==> src/rtl/demux_rr_sched.sv <==
// Round-robin grant controller driving the sel/din inputs of demux1to8.
// Define DEMUX_SCHED_GAP_EN to insert one dead GAP cycle after every grant.
//
// state   | meaning
// --------+-------------------------------------------------------------
// S_IDLE  | no grant active; arbitrate from ptr each cycle
// S_GRANT | channel sel owns the demux for DWELL cycles, din follows src
// S_GAP   | one dead cycle between owners (DEMUX_SCHED_GAP_EN only)
module demux_rr_sched #(
    parameter int DWELL = 4,
    parameter int CW    = 8
) (
    input  logic       clk,
    input  logic       rst_n,
    input  logic [7:0] req,
    input  logic       src,
    output logic [2:0] sel,
    output logic       din,
    output logic [7:0] grant,
    output logic       busy,
    output logic       done
);

`ifdef DEMUX_SCHED_GAP_EN
    typedef enum logic [1:0] {S_IDLE = 2'd0, S_GRANT = 2'd1, S_GAP = 2'd2} state_t;
`else
    typedef enum logic [1:0] {S_IDLE = 2'd0, S_GRANT = 2'd1} state_t;
`endif

    localparam logic [CW-1:0] CNT_LOAD = CW'(DWELL - 1);

    state_t        state, state_nx;
    logic [2:0]    ptr, ptr_nx;
    logic [CW-1:0] cnt, cnt_nx;
    logic [2:0]    sel_nx;
    logic [7:0]    grant_nx;

    logic [2:0]    arb_base;
    logic          win_found;
    logic [2:0]    win_idx;
    logic          tc;

    // First requester found scanning upward from base, modulo 8.
    function automatic logic [3:0] rr_pick(input logic [7:0] r, input logic [2:0] base);
        logic [2:0] idx;
        logic [3:0] res;
        res = 4'd0;
        for (int i = 7; i >= 0; i--) begin
            idx = base + 3'(i);
            if (r[idx]) res = {1'b1, idx};
        end
        return res;
    endfunction

    assign tc = (cnt == '0);

    // At the end of a grant the search must already start after the served channel.
    assign arb_base = (state == S_GRANT) ? sel + 3'd1 : ptr;
    assign {win_found, win_idx} = rr_pick(req, arb_base);

    always_ff @(posedge clk) begin
        if (!rst_n) begin
            state <= S_IDLE;
            ptr   <= 3'd0;
            cnt   <= '0;
            sel   <= 3'd0;
            grant <= 8'd0;
        end else begin
            state <= state_nx;
            ptr   <= ptr_nx;
            cnt   <= cnt_nx;
            sel   <= sel_nx;
            grant <= grant_nx;
        end
    end

    always_comb begin
        state_nx = state;
        ptr_nx   = ptr;
        cnt_nx   = cnt;
        sel_nx   = sel;
        grant_nx = grant;
        case (state)
            S_IDLE: begin
                if (win_found) begin
                    state_nx = S_GRANT;
                    sel_nx   = win_idx;
                    grant_nx = 8'd1 << win_idx;
                    cnt_nx   = CNT_LOAD;
                end
            end
            S_GRANT: begin
                if (tc) begin
                    ptr_nx = sel + 3'd1;
`ifdef DEMUX_SCHED_GAP_EN
                    state_nx = S_GAP;
                    grant_nx = 8'd0;
`else
                    if (win_found) begin
                        sel_nx   = win_idx;
                        grant_nx = 8'd1 << win_idx;
                        cnt_nx   = CNT_LOAD;
                    end else begin
                        state_nx = S_IDLE;
                        grant_nx = 8'd0;
                    end
`endif
                end else begin
                    cnt_nx = cnt - CW'(1);
                end
            end
`ifdef DEMUX_SCHED_GAP_EN
            S_GAP: begin
                if (win_found) begin
                    state_nx = S_GRANT;
                    sel_nx   = win_idx;
                    grant_nx = 8'd1 << win_idx;
                    cnt_nx   = CNT_LOAD;
                end else begin
                    state_nx = S_IDLE;
                end
            end
`endif
            default: begin
                state_nx = S_IDLE;
                grant_nx = 8'd0;
            end
        endcase
    end

`ifdef DEMUX_SCHED_GAP_EN
    assign busy = (state == S_GRANT) || (state == S_GAP);
`else
    assign busy = (state == S_GRANT);
`endif
    assign done = (state == S_GRANT) && tc;
    assign din  = src & (state == S_GRANT);

endmodule

==> config.mk <==
export PLATFORM = sky130hd
export DESIGN_NAME = demux_rr_sched
export DESIGN_NICKNAME = d
export VERILOG_FILES = /design/src/rtl/demux_rr_sched.sv
export SDC_FILE = /design/constraint.sdc
export NUM_CORES = 1
export LEC_CHECK = 0
export CELL_PAD_IN_SITES_DETAIL_PLACEMENT = 1
export CELL_PAD_IN_SITES_GLOBAL_PLACEMENT = 2
export CORE_UTILIZATION = 30
export DETAILED_ROUTE_END_ITERATION = 10
export GPL_TIMING_DRIVEN = 1
export PLACE_DENSITY = 0.81
export SYNTH_ARGS = -nofsm -noshare
export SYNTH_HDL_FRONTEND = slang
export SYNTH_SLANG_ARGS = --single-unit
==> constraint.sdc <==
create_clock -name clk -period 3.5 [get_ports clk]
set_clock_uncertainty 0.05 [all_clocks]
set_input_delay 0.525 -clock clk [delete_from_list [all_inputs] [get_ports clk]]
set_output_delay 0.525 -clock clk [all_outputs]
set_load 0.05 [all_outputs]
# --- Word level (Yosys, flattened, before mapping) ---
# Index checks and enable logic that the tools add are counted.
word_totals:
  reg_bits: 24
  input_bits: 11
  wordCells: 75
op_classes:
  shifts: 1
  reduce_logical: 8
  bitwise: 1
  n_lt_le_gt_ge: 8
  n_mux: 39
  add_sub_neg: 9
  n_eq_ne: 4
ops:
  columns: ["operator", "count"]
  rows:
  - ["two-way mux 8 bit", 5]
  - ["less-than comparator 3 x 4 -> 1 bit, second input constant", 8]
  - ["two-way mux 4 bit", 8]
  - ["case mux 8 bit (2 select lines)", 2]
  - ["binary-select mux 1 bit (select 3 bit)", 8]
  - ["adder 3 bit, second input constant", 4]
  - ["two-way mux 3 bit", 3]
  - ["logical NOT 8 bit", 1]
  - ["two-way mux 1 bit", 8]
  - ["left shift 1 x 3 -> 8 bit, first input constant", 1]
  - ["subtractor 8 x 1 -> 8 bit, second input constant", 1]
  - ["adder 3 x 1 -> 3 bit, second input constant", 2]
  - ["adder 3 x 2 -> 3 bit, second input constant", 2]
  - ["two-way mux 2 bit", 3]
  - ["case mux 3 bit (2 select lines)", 1]
  - ["AND reduction 2 bit", 3]
  - ["!= test 2 bit, second input constant", 2]
  - ["case mux 2 bit (2 select lines)", 1]
  - ["AND reduction 3 bit", 1]
  - ["equality test 2 x 1 -> 1 bit, second input constant", 1]
  - ["logical NOT 2 bit", 1]
  - ["!= test 2 x 1 -> 1 bit, second input constant", 1]
  - ["nonzero test 2 bit", 1]
  - ["bitwise AND 1 bit", 1]
  - ["logical AND 1 bit", 1]

# --- Depth between registers and ports, before layout ---
depth:
  depth_word: 17
  depth_mapped: 14

# --- Worst setup path after synthesis ---
# No wires, ideal clock.
synth_path:
  kind: "reg2reg"
  startpoint: "reg sel[0]"
  endpoint: "reg grant[0]"
  t_required_ns: 3.333
  slack_ns: -0.360
  setup_time_ns: 0.117
  path_stages_with_launch: 13
  period_less_slack_ns: 3.860
  arrival_time_ns: 3.694
  n_path_buf: 2
  path_cell_list: "dfxtp_1 ha_1 mux2_2 buf_6 ha_1 a211o_1 nand2_4 mux4_2 nor4_4 nor2_2 buf_6 nor4bb_1 a22o_1"
synth_between:
  elab_chain_cells: 17
  word_cells_on_any_way: 40
  classes_between: "8 x add/sub; 1 x eq/ne; 1 x shift; 29 x mux; 1 x reduce/logical"
synth_rtl:
  columns: ["element", "line_no", "rtl"]
  rows:
  - ["start: declaration", "17", "output logic [2:0] sel,"]
  - ["start signal: assignment", "72", "sel <= sel_nx;"]
  - ["adder 3 x 1 -> 3 bit (*)", "58", "assign arb_base = (state == S_GRANT) ? sel + 3'd1 : ptr;"]
  - ["two-way mux 3 bit (*)", "58", null]
  - ["adder 3 bit", "49", "idx = base + 3'(i);"]
  - ["binary-select mux 1 bit (select 3 bit)", "50", "if (r[idx]) res = {1'b1, idx};"]
  - ["two-way mux 1 bit (not written as such)", "50", null]
  - ["two-way mux 4 bit (7 in series)", "50", null]
  - ["two-way mux 4 bit (*)", "50", null]
  - ["left shift 1 x 3 -> 8 bit", "88, 101", null]
  - ["two-way mux 8 bit", "99", "if (win_found) begin"]
  - ["two-way mux 8 bit", "93", "if (tc) begin"]
  - ["case mux 8 bit (2 select lines)", "83", "case (state)"]
  - ["end signal: assignment", "73", "grant <= grant_nx;"]
  - ["end: declaration", "19", "output logic [7:0] grant,"]
# Every way passes the cells marked *; elsewhere a longest branch is shown, timed or not. The select of a mux whose other input is x is not followed.
# A chain may end at the register's enable or synchronous reset.

# --- Final worst setup path ---
layout_path:
  startpoint: "reg state[0]"
  endpoint: "reg grant[0]"
layout_between:
  elab_chain_cells: 17
  word_cells_on_any_way: 42
  classes_between: "7 x add/sub; 3 x eq/ne; 1 x shift; 29 x mux; 2 x reduce/logical"
layout_rtl:
  columns: ["element", "line_no", "rtl"]
  rows:
  - ["start: declaration", "32", "state_t state, state_nx;"]
  - ["start signal: assignment", "69", "state <= state_nx;"]
  - ["equality test 2 x 1 -> 1 bit", "58, 83", null]
  - ["two-way mux 3 bit", "58", null]
  - ["adder 3 bit", "49", null]
  - ["binary-select mux 1 bit (select 3 bit)", "50", null]
  - ["two-way mux 1 bit (not written as such)", "50", null]
  - ["two-way mux 4 bit (8 in series)", "50", null]
  - ["left shift 1 x 3 -> 8 bit", "88, 101", null]
  - ["two-way mux 8 bit", "99", null]
  - ["two-way mux 8 bit", "93", null]
  - ["case mux 8 bit (2 select lines)", "83", null]
# Several ways; a longest one is shown, not always the timed one. The select of a mux whose other input is x is not followed.

==> results.json <==
{
  "status": "finished, final reports clean",
  "final_nets": 333,
  "required_ns": 3.66,
  "syn_to_final_growth_pct": 26.1,
  "async_flop_share_pct": 0,
  "grt_max_degree": 21,
  "routed_wl_mm": 7.49,
  "worstPathArrival_ns": 3.55,
  "port_buffers": 24,
  "netlist_area_um2": 2230,
  "cts-root-buf": "clkbuf_8",
  "crit_path_end_kind": "register",
  "antenna_left": 0,
  "start_util_pct": 30.9,
  "syn_inst": 278,
  "synth_edf_count": 0,
  "die_x_um": 88.2,
  "num_antenna_cells": 0,
  "drv_cap": 0,
  "gp_congestion": 0.925,
  "reg2reg_depth": 11,
  "cp-start-kind": "register",
  "finalSetupViolCount": 0,
  "p_per_area_nw_per_um2": 1050,
  "drive_above_1_share_pct": 20.3,
  "critPathMaxFanout": 8,
  "report.final.hold_viol_count": 0,
  "ir_worst_vdd_mv": 0.579,
  "drtIter0Drc": 195,
  "critical_path_class": "register to register",
  "hold_class": "register to register",
  "clock_path_buffers": 2,
  "startpoint": "state[0]$_SDFFE_PN0P_",
  "synth_seq_cells": 23,
  "worstMarginPinSlew_ns": 0.702,
  "avgSynthCellArea_um2": 8.02,
  "ys_seq_area_share_pct": 20.7,
  "fin_setup_tns_ns": 0,
  "synthesis.nets": 294,
  "antenna_found_initial": 0,
  "wire_per_inst_um": 18.1,
  "drt_first_pass_iters": 4,
  "yosys_warnings": 0,
  "drv_slew": 0,
  "die-area_um2": 7780,
  "hold_path_depth": 1,
  "numCtsBuffers": 3,
  "num_io_pins": 25,
  "ys.flop_type": "dfxtp_1",
  "rr_startpoint": "state[0]$_SDFFE_PN0P_",
  "row_count": 31,
  "htreeDepth": 1,
  "grt_overflow": 0,
  "grt_util_all_layers_pct": 19.3,
  "clk_pin_slew_worst_paths_ns": 0.09,
  "leakagePower_uw": 0.00107,
  "min_period_ns": 3.40,
  "synth_cell_types": 70,
  "route.detailed.drc": 0,
  "grt_pass1_wl_mm": 11.8,
  "postCtsHoldBufs": 0,
  "clock-sinks": 23,
  "via_count": 2326,
  "clock_latency_ns": 0.27,
  "min_from": "grant[3]$_SDFFE_PN0P_",
  "cts_tree": "built",
  "fmax_mhz": 295,
  "hpwlAfterDp_mm": 5.55,
  "routed_via_density": 5.60,
  "path_cells": "and2b_4, nor2_4, inv_2, ha_2, a211o_1, nand2_4, mux4_2, nor4_4, nor2_4, nor3b_4, a22o_1",
  "place_area_um2": 2610,
  "core-area_um2": 7210,
  "die_h_um": 88.2,
  "max_stage_delay_ns": 0.61,
  "slew_headroom_pct": 52.9,
  "grt_pass1_vias": 2282,
  "final_cell_area_um2": 2810,
  "finalCritPeriodShare_pct": 97.0,
  "crit_slowest_cell": "mux4_2",
  "crit_top_cell": "nor2_4"
}
cell families after synthesis:
group	Yosys count	synth area share, %
DFF	23	20.7
adders and majority gates	5	2.81
AOI/OAI and AO/OA	99	31.8
xor gates and xnor gates	6	3.37
buffers and inverters	21	5.33
muxes	17	8.53
and+or+nand+nor	107	27.5
registers in the layout (all words and copies together), names as in the netlist:
signal,count
grant,8
cnt,8
ptr,3
sel,3
state,1
where the power goes:
part | internal (uW) | total [uW] | switching, uW
registers | 336 | 392 | 56.4
logic | 939 | 2380 | 1440
clock network | 79.6 | 169 | 89.9
per-layer routing:
metal	routed length (um)	global-route usage [%]	part of all wire (%)	up-vias
met5	0	0	0	-
met4	111	4.55	1.5	0
met3	339	3.02	4.5	14
met2	3490	30.6	47	64
met1	3550	27.2	47	1116
li1	-	-	-	1132
placed cells by master, fill, tap and decap left out, drive strengths merged, types with 2 or more instances in the layout:
cell type | synthesis | layout
a211o | 3 | 3
o211ai | 14 | 14
mux2 | 6 | 6
o311ai | 2 | 2
dfxtp | 23 | 23
mux2i | 10 | 10
nand4 | 3 | 3
clkdlybuf4s50 | 0 | 24
nor4 | 6 | 6
nor3 | 5 | 5
a211oi | 4 | 4
nor2b | 5 | 5
o2bb2ai | 5 | 5
nand2 | 27 | 27
nand4b | 2 | 2
buf | 9 | 21
nand3 | 18 | 18
nand2b | 4 | 4
a21oi | 20 | 20
and2 | 5 | 5
o21a | 5 | 5
a21boi | 3 | 3
a22oi | 3 | 3
o21ai | 20 | 20
a21o | 2 | 2
and3 | 4 | 4
a22o | 3 | 3
nor3b | 4 | 4
a31oi | 3 | 3
o22ai | 2 | 2
xnor2 | 5 | 5
nor2 | 20 | 20
clkbuf | 1 | 4
inv | 9 | 9
o211a | 3 | 3
ha | 5 | 5
final timing paths:
path / endpoint / slack, ns
min reg2reg: grant[3]$_SDFFE_PN0P_ / 0.43
max reg2reg: grant[0]$_SDFFE_PN0P_ / 0.10
min: grant[3]$_SDFFE_PN0P_ / 0.43
max: grant[0]$_SDFFE_PN0P_ / 0.10
cells in the mapped netlist, drive strengths merged, types with 2 or more instances:
cell | instances | area [um^2]
inv | 9 | 33.8
dlygate4sd1 | 2 | 17.5
nand4 | 3 | 25.0
dfxtp | 23 | 460
xnor2 | 5 | 66.3
a21oi | 20 | 104
o211a | 3 | 30.0
nor2b | 5 | 38.8
o21a | 5 | 37.5
nand3 | 18 | 90.1
and2 | 5 | 32.5
a211o | 3 | 26.3
nor4 | 6 | 58.8
nand2 | 27 | 109
a22oi | 3 | 22.5
a21boi | 3 | 22.5
mux2i | 10 | 100
mux2 | 6 | 67.6
o22ai | 2 | 12.5
a22o | 3 | 26.3
o21ai | 20 | 108
nand2b | 4 | 25.0
a31oi | 3 | 18.8
nor3 | 5 | 25.0
and3 | 4 | 25.0
buf | 9 | 63.8
nor3b | 4 | 46.3
ha | 5 | 62.6
o311ai | 2 | 17.5
nand4b | 2 | 17.5
nor2 | 20 | 85.1
o211ai | 14 | 110
o2bb2ai | 5 | 43.8
a211oi | 4 | 35.0
a21o | 2 | 16.3
per-stage QoR:
step / hold WS [ns] / total power [uW] / utilization [%] / setup WS [ns] / instances
final: 0.427 / 2940 / 38.9 / 0.105 / 415
after floorplan: 0.427 / 1930 / - / 0.0221 / 278
after detailed placement: 0.400 / 2500 / 36.2 / 0.0365 / 401
after global placement: 0.408 / 2480 / 36.2 / 0.107 / 401
after global routing: 0.439 / 3130 / 38.9 / -0.0116 / 415
after CTS: 0.429 / 2700 / 36.9 / 0.0394 / 405
worst max-delay path: cells and delay by family, from the launching register on:
kind	cells	cell delay, ns
AND/OR/NAND/NOR	6	1.47
adder cells (fa/ha/maj)	1	0.20
AO/OA/AOI/OAI	2	0.52
flip-flops	1	0.38
buffers and inverters	1	0.10
multiplexers	1	0.61
cell type report:
class | instances | area (um^2)
multi-input combinational | 234 | 1730
fill | 883 | 4410
timing repair buffer | 46 | 405
clock buffer | 3 | 41.3
clock inverter | 1 | 5.00
tap | 99 | 124
sequential | 23 | 472
inverter | 9 | 33.8
what timing repair did:
item | in CTS | in global routing
resized for setup | 1 | 11
pin swaps | 0 | 9
setup endpoints to repair | 1 | 8
buffers inserted | 0 | 10
(Power assumes the default switching activity.)
